===== config.mk =====
export PLATFORM = sky130hd
export DESIGN_NAME = fu_burst_driver
export DESIGN_NICKNAME = d
export VERILOG_FILES = /design/src/rtl/fu_burst_driver.sv
export SDC_FILE = /design/constraint.sdc
export NUM_CORES = 1
export LEC_CHECK = 0
export ABC_CLOCK_PERIOD_IN_PS = 5350
export CORE_ASPECT_RATIO = 1.4
export CORE_UTILIZATION = 30
export CTS_BUF_LIST = sky130_fd_sc_hd__clkbuf_4
export DETAILED_ROUTE_END_ITERATION = 6
export PLACE_DENSITY = 0.52
export SLEW_MARGIN = 20
export SYNTH_ARGS = -nofsm -noshare
export SYNTH_HDL_FRONTEND = slang
export SYNTH_SLANG_ARGS = --single-unit

===== constraint.sdc =====
create_clock -name clk -period 5.35 [get_ports clk]
set_input_delay 1.605 -clock clk [delete_from_list [all_inputs] [get_ports clk]]
set_output_delay 1.605 -clock clk [all_outputs]
set_load 0.05 [all_outputs]

===== src/rtl/fu_burst_driver.sv =====
// Buffers one FWFT burst, sends it to the FU as a single valid run,
// then collects and drains the results. Option: FU_BURST_HEADER_EN.
module fu_burst_driver #(
  parameter int DATA_W    = 16,
  parameter int BURST_LEN = 8,
  parameter int RES_LEN   = 4,
  parameter int TIMEOUT   = 64
) (
  input  logic              clk,
  input  logic              rst,
  input  logic [DATA_W-1:0] in_data,
  input  logic              in_empty,
  output logic              in_rd_en,
  output logic [DATA_W-1:0] fu_din,
  output logic              fu_valid,
  input  logic [DATA_W-1:0] fu_dout,
  input  logic              fu_dout_v,
  output logic [DATA_W-1:0] out_data,
  output logic              out_wr_en,
  input  logic              out_full,
  output logic              busy,
  output logic              err_timeout
);

  localparam int LW = $clog2(BURST_LEN + 1);
  localparam int AW = $clog2(BURST_LEN);
  localparam int RW = $clog2(RES_LEN + 1);
  localparam int RA = (RES_LEN > 1) ? $clog2(RES_LEN) : 1;
  localparam int TW = $clog2(TIMEOUT);
`ifdef FU_BURST_HEADER_EN
  localparam int DW = $clog2(RES_LEN + 2);
`else
  localparam int DW = RW;
`endif

  localparam logic [LW-1:0] BL      = LW'(BURST_LEN);
  localparam logic [LW-1:0] BL1     = LW'(BURST_LEN - 1);
  localparam logic [RW-1:0] RES_MAX = RW'(RES_LEN);
  localparam logic [TW-1:0] TO1     = TW'(TIMEOUT - 1);

  typedef enum logic [2:0] {
    S_IDLE, S_LOAD, S_SEND, S_GAP, S_COLL, S_DRAIN
  } state_t;

  state_t            state_q, state_d;
  logic [LW-1:0]     ld_cnt_q, ld_cnt_d;
  logic [RW-1:0]     res_cnt_q, res_cnt_d;
  logic [DW-1:0]     dr_cnt_q, dr_cnt_d;
  logic [TW-1:0]     to_cnt_q, to_cnt_d;
  logic [DATA_W-1:0] fu_din_q, fu_din_d;
  logic              fu_valid_q, fu_valid_d;
  logic              err_q, err_d;
  logic              cap;
  logic [DATA_W-1:0] wbuf_q [BURST_LEN];
  logic [DATA_W-1:0] wbuf_d [BURST_LEN];
  logic [DATA_W-1:0] rbuf_q [RES_LEN];
  logic [DATA_W-1:0] rbuf_d [RES_LEN];
`ifdef FU_BURST_HEADER_EN
  logic              berr_q, berr_d;
  logic [DW-1:0]     total;
  logic [DATA_W-1:0] hdr;
`endif

  always_comb begin
    state_d    = state_q;
    ld_cnt_d   = ld_cnt_q;
    res_cnt_d  = res_cnt_q;
    dr_cnt_d   = dr_cnt_q;
    to_cnt_d   = to_cnt_q;
    fu_din_d   = fu_din_q;
    fu_valid_d = fu_valid_q;
    err_d      = err_q;
    wbuf_d     = wbuf_q;
    rbuf_d     = rbuf_q;
    in_rd_en   = 1'b0;
    out_wr_en  = 1'b0;
    out_data   = '0;
`ifdef FU_BURST_HEADER_EN
    berr_d     = berr_q;
    total      = DW'(res_cnt_q) + DW'(1);
    hdr        = '0;
    hdr[DATA_W-1] = berr_q;
    hdr[7:0]   = 8'(res_cnt_q);
`endif

    // Results are accepted from the last SEND cycle through COLLECT.
    cap = fu_dout_v && (res_cnt_q != RES_MAX) &&
          ((state_q == S_SEND && ld_cnt_q == BL) ||
           state_q == S_GAP || state_q == S_COLL);
    if (cap) begin
      rbuf_d[RA'(res_cnt_q)] = fu_dout;
      res_cnt_d = res_cnt_q + RW'(1);
    end

    unique case (state_q)
      S_IDLE: begin
        if (!in_empty) begin
          state_d  = S_LOAD;
          ld_cnt_d = '0;
        end
      end
      S_LOAD: begin
        in_rd_en = !in_empty;
        if (!in_empty) begin
          wbuf_d[AW'(ld_cnt_q)] = in_data;
          ld_cnt_d = ld_cnt_q + LW'(1);
          if (ld_cnt_q == BL1) begin
            state_d    = S_SEND;
            ld_cnt_d   = LW'(1);
            fu_valid_d = 1'b1;
            fu_din_d   = wbuf_q[0];
            res_cnt_d  = '0;
`ifdef FU_BURST_HEADER_EN
            berr_d     = 1'b0;
`endif
          end
        end
      end
      S_SEND: begin
        if (ld_cnt_q == BL) begin
          state_d    = S_GAP;
          fu_valid_d = 1'b0;
          fu_din_d   = '0;
        end else begin
          fu_din_d = wbuf_q[AW'(ld_cnt_q)];
          ld_cnt_d = ld_cnt_q + LW'(1);
        end
      end
      S_GAP: begin
        state_d  = S_COLL;
        to_cnt_d = '0;
      end
      S_COLL: begin
        to_cnt_d = to_cnt_q + TW'(1);
        if (res_cnt_d == RES_MAX) begin
          state_d  = S_DRAIN;
          dr_cnt_d = '0;
        end else if (to_cnt_q == TO1) begin
          state_d  = S_DRAIN;
          dr_cnt_d = '0;
          err_d    = 1'b1;
`ifdef FU_BURST_HEADER_EN
          berr_d   = 1'b1;
`endif
        end
      end
      S_DRAIN: begin
`ifdef FU_BURST_HEADER_EN
        if (dr_cnt_q != total) begin
          out_data  = (dr_cnt_q == '0) ? hdr :
                      rbuf_q[RA'(dr_cnt_q - DW'(1))];
          out_wr_en = !out_full;
          if (!out_full) dr_cnt_d = dr_cnt_q + DW'(1);
        end
        if (dr_cnt_d == total) state_d = S_IDLE;
`else
        if (dr_cnt_q != res_cnt_q) begin
          out_data  = rbuf_q[RA'(dr_cnt_q)];
          out_wr_en = !out_full;
          if (!out_full) dr_cnt_d = dr_cnt_q + DW'(1);
        end
        if (dr_cnt_d == res_cnt_q) state_d = S_IDLE;
`endif
      end
      default: state_d = S_IDLE;
    endcase
  end

  always_ff @(posedge clk) begin
    if (!rst) begin
      state_q    <= S_IDLE;
      ld_cnt_q   <= '0;
      res_cnt_q  <= '0;
      dr_cnt_q   <= '0;
      to_cnt_q   <= '0;
      fu_din_q   <= '0;
      fu_valid_q <= 1'b0;
      err_q      <= 1'b0;
`ifdef FU_BURST_HEADER_EN
      berr_q     <= 1'b0;
`endif
    end else begin
      state_q    <= state_d;
      ld_cnt_q   <= ld_cnt_d;
      res_cnt_q  <= res_cnt_d;
      dr_cnt_q   <= dr_cnt_d;
      to_cnt_q   <= to_cnt_d;
      fu_din_q   <= fu_din_d;
      fu_valid_q <= fu_valid_d;
      err_q      <= err_d;
`ifdef FU_BURST_HEADER_EN
      berr_q     <= berr_d;
`endif
    end
  end

  always_ff @(posedge clk) begin
    wbuf_q <= wbuf_d;
    rbuf_q <= rbuf_d;
  end

  assign fu_din      = fu_din_q;
  assign fu_valid    = fu_valid_q;
  assign busy        = (state_q != S_IDLE);
  assign err_timeout = err_q;

endmodule


Word-level counts from Yosys, hierarchy flattened
Cells that the tools add are included.
{"block": "word_totals", "regBits": 229}
{"block": "classes", "muxes": 49, "eq_ne": 19, "reduce_logical": 22, "bitwise": 5, "addsub": 4, "order_cmp": 5}
{"operator": "2-to-1 mux 16 bit", "n": 11}
{"operator": "bitwise mux 128 bit", "n": 1}
{"operator": "bitwise mux 64 bit", "n": 1}
{"operator": "binary-select mux 16 bit (select 3 bit)", "n": 1}
{"operator": "demux 16 bit (select 3 bit)", "n": 1}
{"operator": "2-to-1 mux 3 bit", "n": 16}
{"operator": "binary-select mux 16 bit (select 2 bit)", "n": 1}
{"operator": "demux 16 bit (select 2 bit)", "n": 1}
{"operator": "one-hot mux 16 bit (2 select lines)", "n": 1}
{"operator": "one-hot mux 3 bit (6 select lines)", "n": 1}
{"operator": "2-to-1 mux 4 bit", "n": 4}
{"operator": "one-hot mux 4 bit (3 select lines)", "n": 1}
{"operator": "one-hot mux 6 bit (2 select lines)", "n": 1}
{"operator": "!= test 2 bit (second input constant)", "n": 5}
{"operator": "equality test 3 bit (second input constant)", "n": 3}
{"operator": "AND reduction 4 bit", "n": 2}
{"operator": "adder 3 x 1 -> 3 bit (second input constant)", "n": 2}
{"operator": "adder 6 x 1 -> 6 bit (second input constant)", "n": 1}
{"operator": "equality test 3 x 2 -> 1 bit (second input constant)", "n": 2}
{"operator": "equality test 6 bit (second input constant)", "n": 1}
{"operator": ">= comparator 3 bit (second input constant)", "n": 2}
{"operator": "2-to-1 mux 1 bit", "n": 6}
{"operator": "inverter 2 -> 3 bit", "n": 2}
{"operator": "one-hot mux 3 bit (2 select lines)", "n": 1}
{"operator": "24 further kinds", "n": 36}

Longest topological paths before layout
{"block": "depth", "depth_word": 9, "mapped_depth": 11, "depth_no_buf": 8}

Worst setup path before layout
No wires, ideal clock.
{"block": "synth_timing", "kind": "input -> register", "startpoint": "input in_empty", "endpoint": "register wbuf_q[100] (netlist bit) (enable)", "stages": 5, "setup_slack_ns": 1.391, "path_buffers": 0, "arrival_ns": 3.550, "path_cell_list": "nor3_1 nand2_1 inv_1 nand2_1 nor3_1"}
{"block": "synth_via", "elab_chain_cells": 2}
{"element": "start, declared", "line_no": "12", "text": "input logic in_empty,"}
{"element": "inverter 1 bit (no source line)"}
{"element": "AND reduction 2 bit (no source line)"}
{"element": "end signal, assigned", "line_no": "198", "text": "wbuf_q <= wbuf_d;"}
{"element": "end, declared", "line_no": "54", "text": "logic [DATA_W-1:0] wbuf_q [BURST_LEN];"}
Every way passes these cells.
A chain may end at the register's enable or synchronous reset.

Final worst setup path
{"block": "layout_timing", "startpoint": "register state_q[2]", "endpoint": "output out_wr_en"}
{"block": "layout_via", "elab_chain_cells": 2}
{"element": "start, declared", "line_no": "45", "text": "state_t state_q, state_d;"}
{"element": "start signal, assigned", "line_no": "183", "text": "state_q <= state_d;"}
{"element": "equality test 3 bit", "line_no": "95", "text": "unique case (state_q)"}
{"element": "2-to-1 mux 1 bit", "line_no": "95"}
{"element": "end, declared", "line_no": "19", "text": "output logic out_wr_en,"}
Every way passes these cells.

==> impl_metrics.csv <==
group,metric,value,unit
outcome,status,"complete, no violations",
detailed_routing,drtIter0Drc,290,
logic_synthesis,syn_avg_cell_area,16.5,µm²
logic_synthesis,ys_warn_count,0,
critical_path,start_kind,"flip-flop",
clock_tree,cts_hold_buf,0,
critical_path,r2r-end,"rbuf_q[39]$_DFFE_PP_",
detailed_routing,drcViolationCount,0,
finish,fill_cells,2982,
finish,final_common_cell,"edfxtp_1",
critical_path,required,3.74,ns
clock_tree,htreeDepth,2,
detailed_routing,detail_route.first_pass.iterations,5,
global_routing,grt_pass1_wl,32.4,mm
logic_synthesis,syn_area,9310,µm²
timing,finalCritPeriodShare,91.5,%
job,max-cap-violations,0,
finish,final_cell_mix,"192 x edfxtp_1, 83 x clkbuf_4, 72 x clkdlybuf4s50_1, 48 x mux4_2, 39 x nor2_1",
critical_path,ff2ff_path_depth,6,
detailed_routing,vias,5361,
detailed_routing,wl_met2,10.9,mm
logic_synthesis,yosysUniqueCellTypes,49,
clock_tree,cts_tree,"built",
clock_tree,post_cts_buffers,0,
timing,finalMaxSlewViolations,0,
power_and_ir_drop,power_leakage,0.00371,µW
die,core_area,30600,µm²
placement,io_buffers,73,
clock_tree,clkSinkCount,229,
clock_tree,cts_buffers,56,
global_routing,antenna_found_initial,1,
hold_path,min_to,"err_timeout$_SDFFE_PN0P_",
placement,hpwl,12.3,mm
detailed_routing,via_per_inst,4.80,
global_routing,grt_use_total,13.6,%
clock_tree,clock-root-buffer,"clkbuf_4",
critical_path,crit_arrival,3.29,ns
logic_synthesis,async_flop_share,0,%
logic_synthesis,seq_area_frac_synth,69.9,%
die,die_h,210,µm
placement,gp_congestion,0.727,
detailed_routing,wl_met3,1.11,mm
detailed_routing,routedWlPerCell,18.4,µm
hold_path,hold_path_class,"reg2reg",
clock_tree,insertion_delay,0.69,ns
global_routing,grt_max_degree,34,
detailed_routing,wl_met1,8.13,mm
detailed_routing,top_layer_used,"met4",
clock_tree,ctsResizeCount,0,
power_and_ir_drop,p_per_area,315,nW/µm²
timing,tightestPinTransition,0.961,ns
critical_path,regToRegSetupSlack,2.24,ns
timing,worst_slack,0.453,ns
detailed_routing,routed_wirelength,20.6,mm
critical_path,crit_path_end_kind,"output pin",
timing,hold_viol_final,0,
global_routing,grt_pass1_vias,5898,
timing,setup-violations-final,0,
critical_path,crit_fanout,21,
hold_path,min_from,"err_timeout$_SDFFE_PN0P_",
power_and_ir_drop,vdd_drop_max,0.185,mV
finish,final_util,36.7,%
logic_synthesis,synth-seq-cells,229,
finish,syn_to_final_growth,20.7,%
die,die_x,151,µm
timing,fmax,204,MHz
logic_synthesis,syn_inst,565,
logic_synthesis,synth-edff-count,192,
critical_path,r2r-start,"ld_cnt_q[1]$_SDFFE_PN0P_",
detailed_routing,ant_nets,0,
placement,pre_cts_ws,0.552,ns
finish,finalNetCount,722,
timing,min_period,4.90,ns
timing,fin_skew,0.0310,ns
critical_path,critPathMaxStageDelay,0.86,ns
die,rows,76,
critical_path,critical_path_class,"reg2out",
clock_tree,clkTransAtPathRegs,0.06,ns
timing,maxSlewHeadroom,35.9,%
critical_path,crit_path_cell_trace,"nor2b_1 -> o311ai_4 -> nor2_1 -> clkdlybuf4s50_1",
critical_path,slowest_stage,"clkdlybuf4s50_1",
global_routing,grt_overflow,0,
die,die_area,31800,µm²
logic_synthesis,syn-num-nets,610,
die,io_pins,74,
die,initial_utilization,30.4,%
timing,fin_tns_setup,0,ns
logic_synthesis,ys.flop_type,"edfxtp_1",
clock_tree,clock_path_buffers,3,
timing,grt_setup_unrepaired,"false",
hold_path,hold_depth,2,
finish,drive_gt1_share,22.7,%
[cell usage after synthesis (2+ instances only)]
cell type	number	share of area [%]
edfxtp_1	192	62
mux4_2	48	12
nor2_1	39	1.6
dfxtp_1	37	8.0
nand2_1	31	1.2
o21ai_0	23	1.2
a21oi_1	22	1.2
mux2i_1	19	2.0
clkbuf_1	18	0.73
nor2b_1	17	1.1
o211ai_1	16	1.3
buf_2	10	0.54
inv_1	10	0.40
nand2b_1	9	0.60
ha_1	8	1.1
nor3_1	6	0.32
and2_1	5	0.34
a211oi_1	4	0.32
or3_1	4	0.27
xnor2_1	4	0.38
xor2_1	4	0.38
nand3b_1	3	0.24
nand4_1	3	0.20
a31oi_1	2	0.13
and3_1	2	0.13
buf_4	2	0.16
buf_6	2	0.24
inv_2	2	0.081
nand3_1	2	0.11
o221ai_1	2	0.19
[where the power goes]
part / switching, µW / total (µW) / internal [µW]
sequential: 13.5 / 1950 / 1940
combinational: 69.0 / 133 / 63.7
clock: 687 / 1450 / 764
total: 770 / 3540 / 2770
[kinds of logic (layout without fill, tap and decap cells)]
kind of cell	count (synthesis)	in the layout	share of synthesized area, %
xor gates and xnor gates	8	8	0.752
and+or+nand+nor	127	127	6.72
AOI/OAI and AO/OA	81	81	5.75
muxes	67	67	13.7
adders and majority gates	8	8	1.07
buffers and inverters	45	204	2.19
DFF	229	229	69.9
other	0	2	0
[how the worst max path moves through the flow]
stage / end / start
after floorplan: wbuf_q[100]$_DFFE_PP_ / in_empty
after global placement: out_wr_en / out_full
after detailed placement: out_wr_en / out_full
after CTS: out_wr_en / state_q[2]$_SDFFE_PN0P_
after global routing: out_wr_en / state_q[2]$_SDFFE_PN0P_
final: out_wr_en / state_q[2]$_SDFFE_PN0P_
[per-stage QoR]
| stage | area, µm² | hold WS, ns | cells | total power (µW) |
|---|---|---|---|---|
| floorplan | 9310 | 0.469 | 565 | 2060 |
| global placement | 10500 | 0.443 | 1009 | 2120 |
| detailed placement | 10500 | 0.445 | 1009 | 2130 |
| CTS | 11200 | 0.455 | 1114 | 3600 |
| global route | 11200 | 0.491 | 1116 | 3700 |
| finish | 11200 | 0.451 | 1116 | 3540 |
[routing by layer]
layer / global-route usage, % / up-vias
li1: - / 2468
met1: 15.1 / 2686
met2: 24.8 / 162
met3: 3.07 / 45
met4: 5.31 / 0
met5: 0 / -
[cell type report]
| cell class | count | area (µm²) | area share (%) |
|---|---|---|---|
| Antenna cell | 2 | 5.00 | 0.0445 |
| Tap cell | 390 | 488 | 4.34 |
| Sequential cell | 229 | 6510 | 57.9 |
| Clock buffer | 83 | 623 | 5.54 |
| Inverter | 12 | 45.0 | 0.401 |
| Timing Repair Buffer | 87 | 833 | 7.41 |
| Clock inverter | 22 | 121 | 1.08 |
| Multi-Input combinational cell | 291 | 2620 | 23.3 |
[flip-flops by register name, summed over array words and instances (netlist names)]
name,cells
dr_cnt_q,3
err_timeout,1
fu_din,16
fu_valid,1
ld_cnt_q,4
rbuf_q,64
res_cnt_q,3
state_q,3
to_cnt_q,6
wbuf_q,128
[critical path, delay by kind of cell (launching register included)]
kind,cells,cell delay [ns]
AOI/OAI and AO/OA,1,0.33
and+or+nand+nor,2,0.70
DFF,1,0.73
buffers and inverters,1,0.86
No activity file was read; power rests on OpenSTA's default activity.
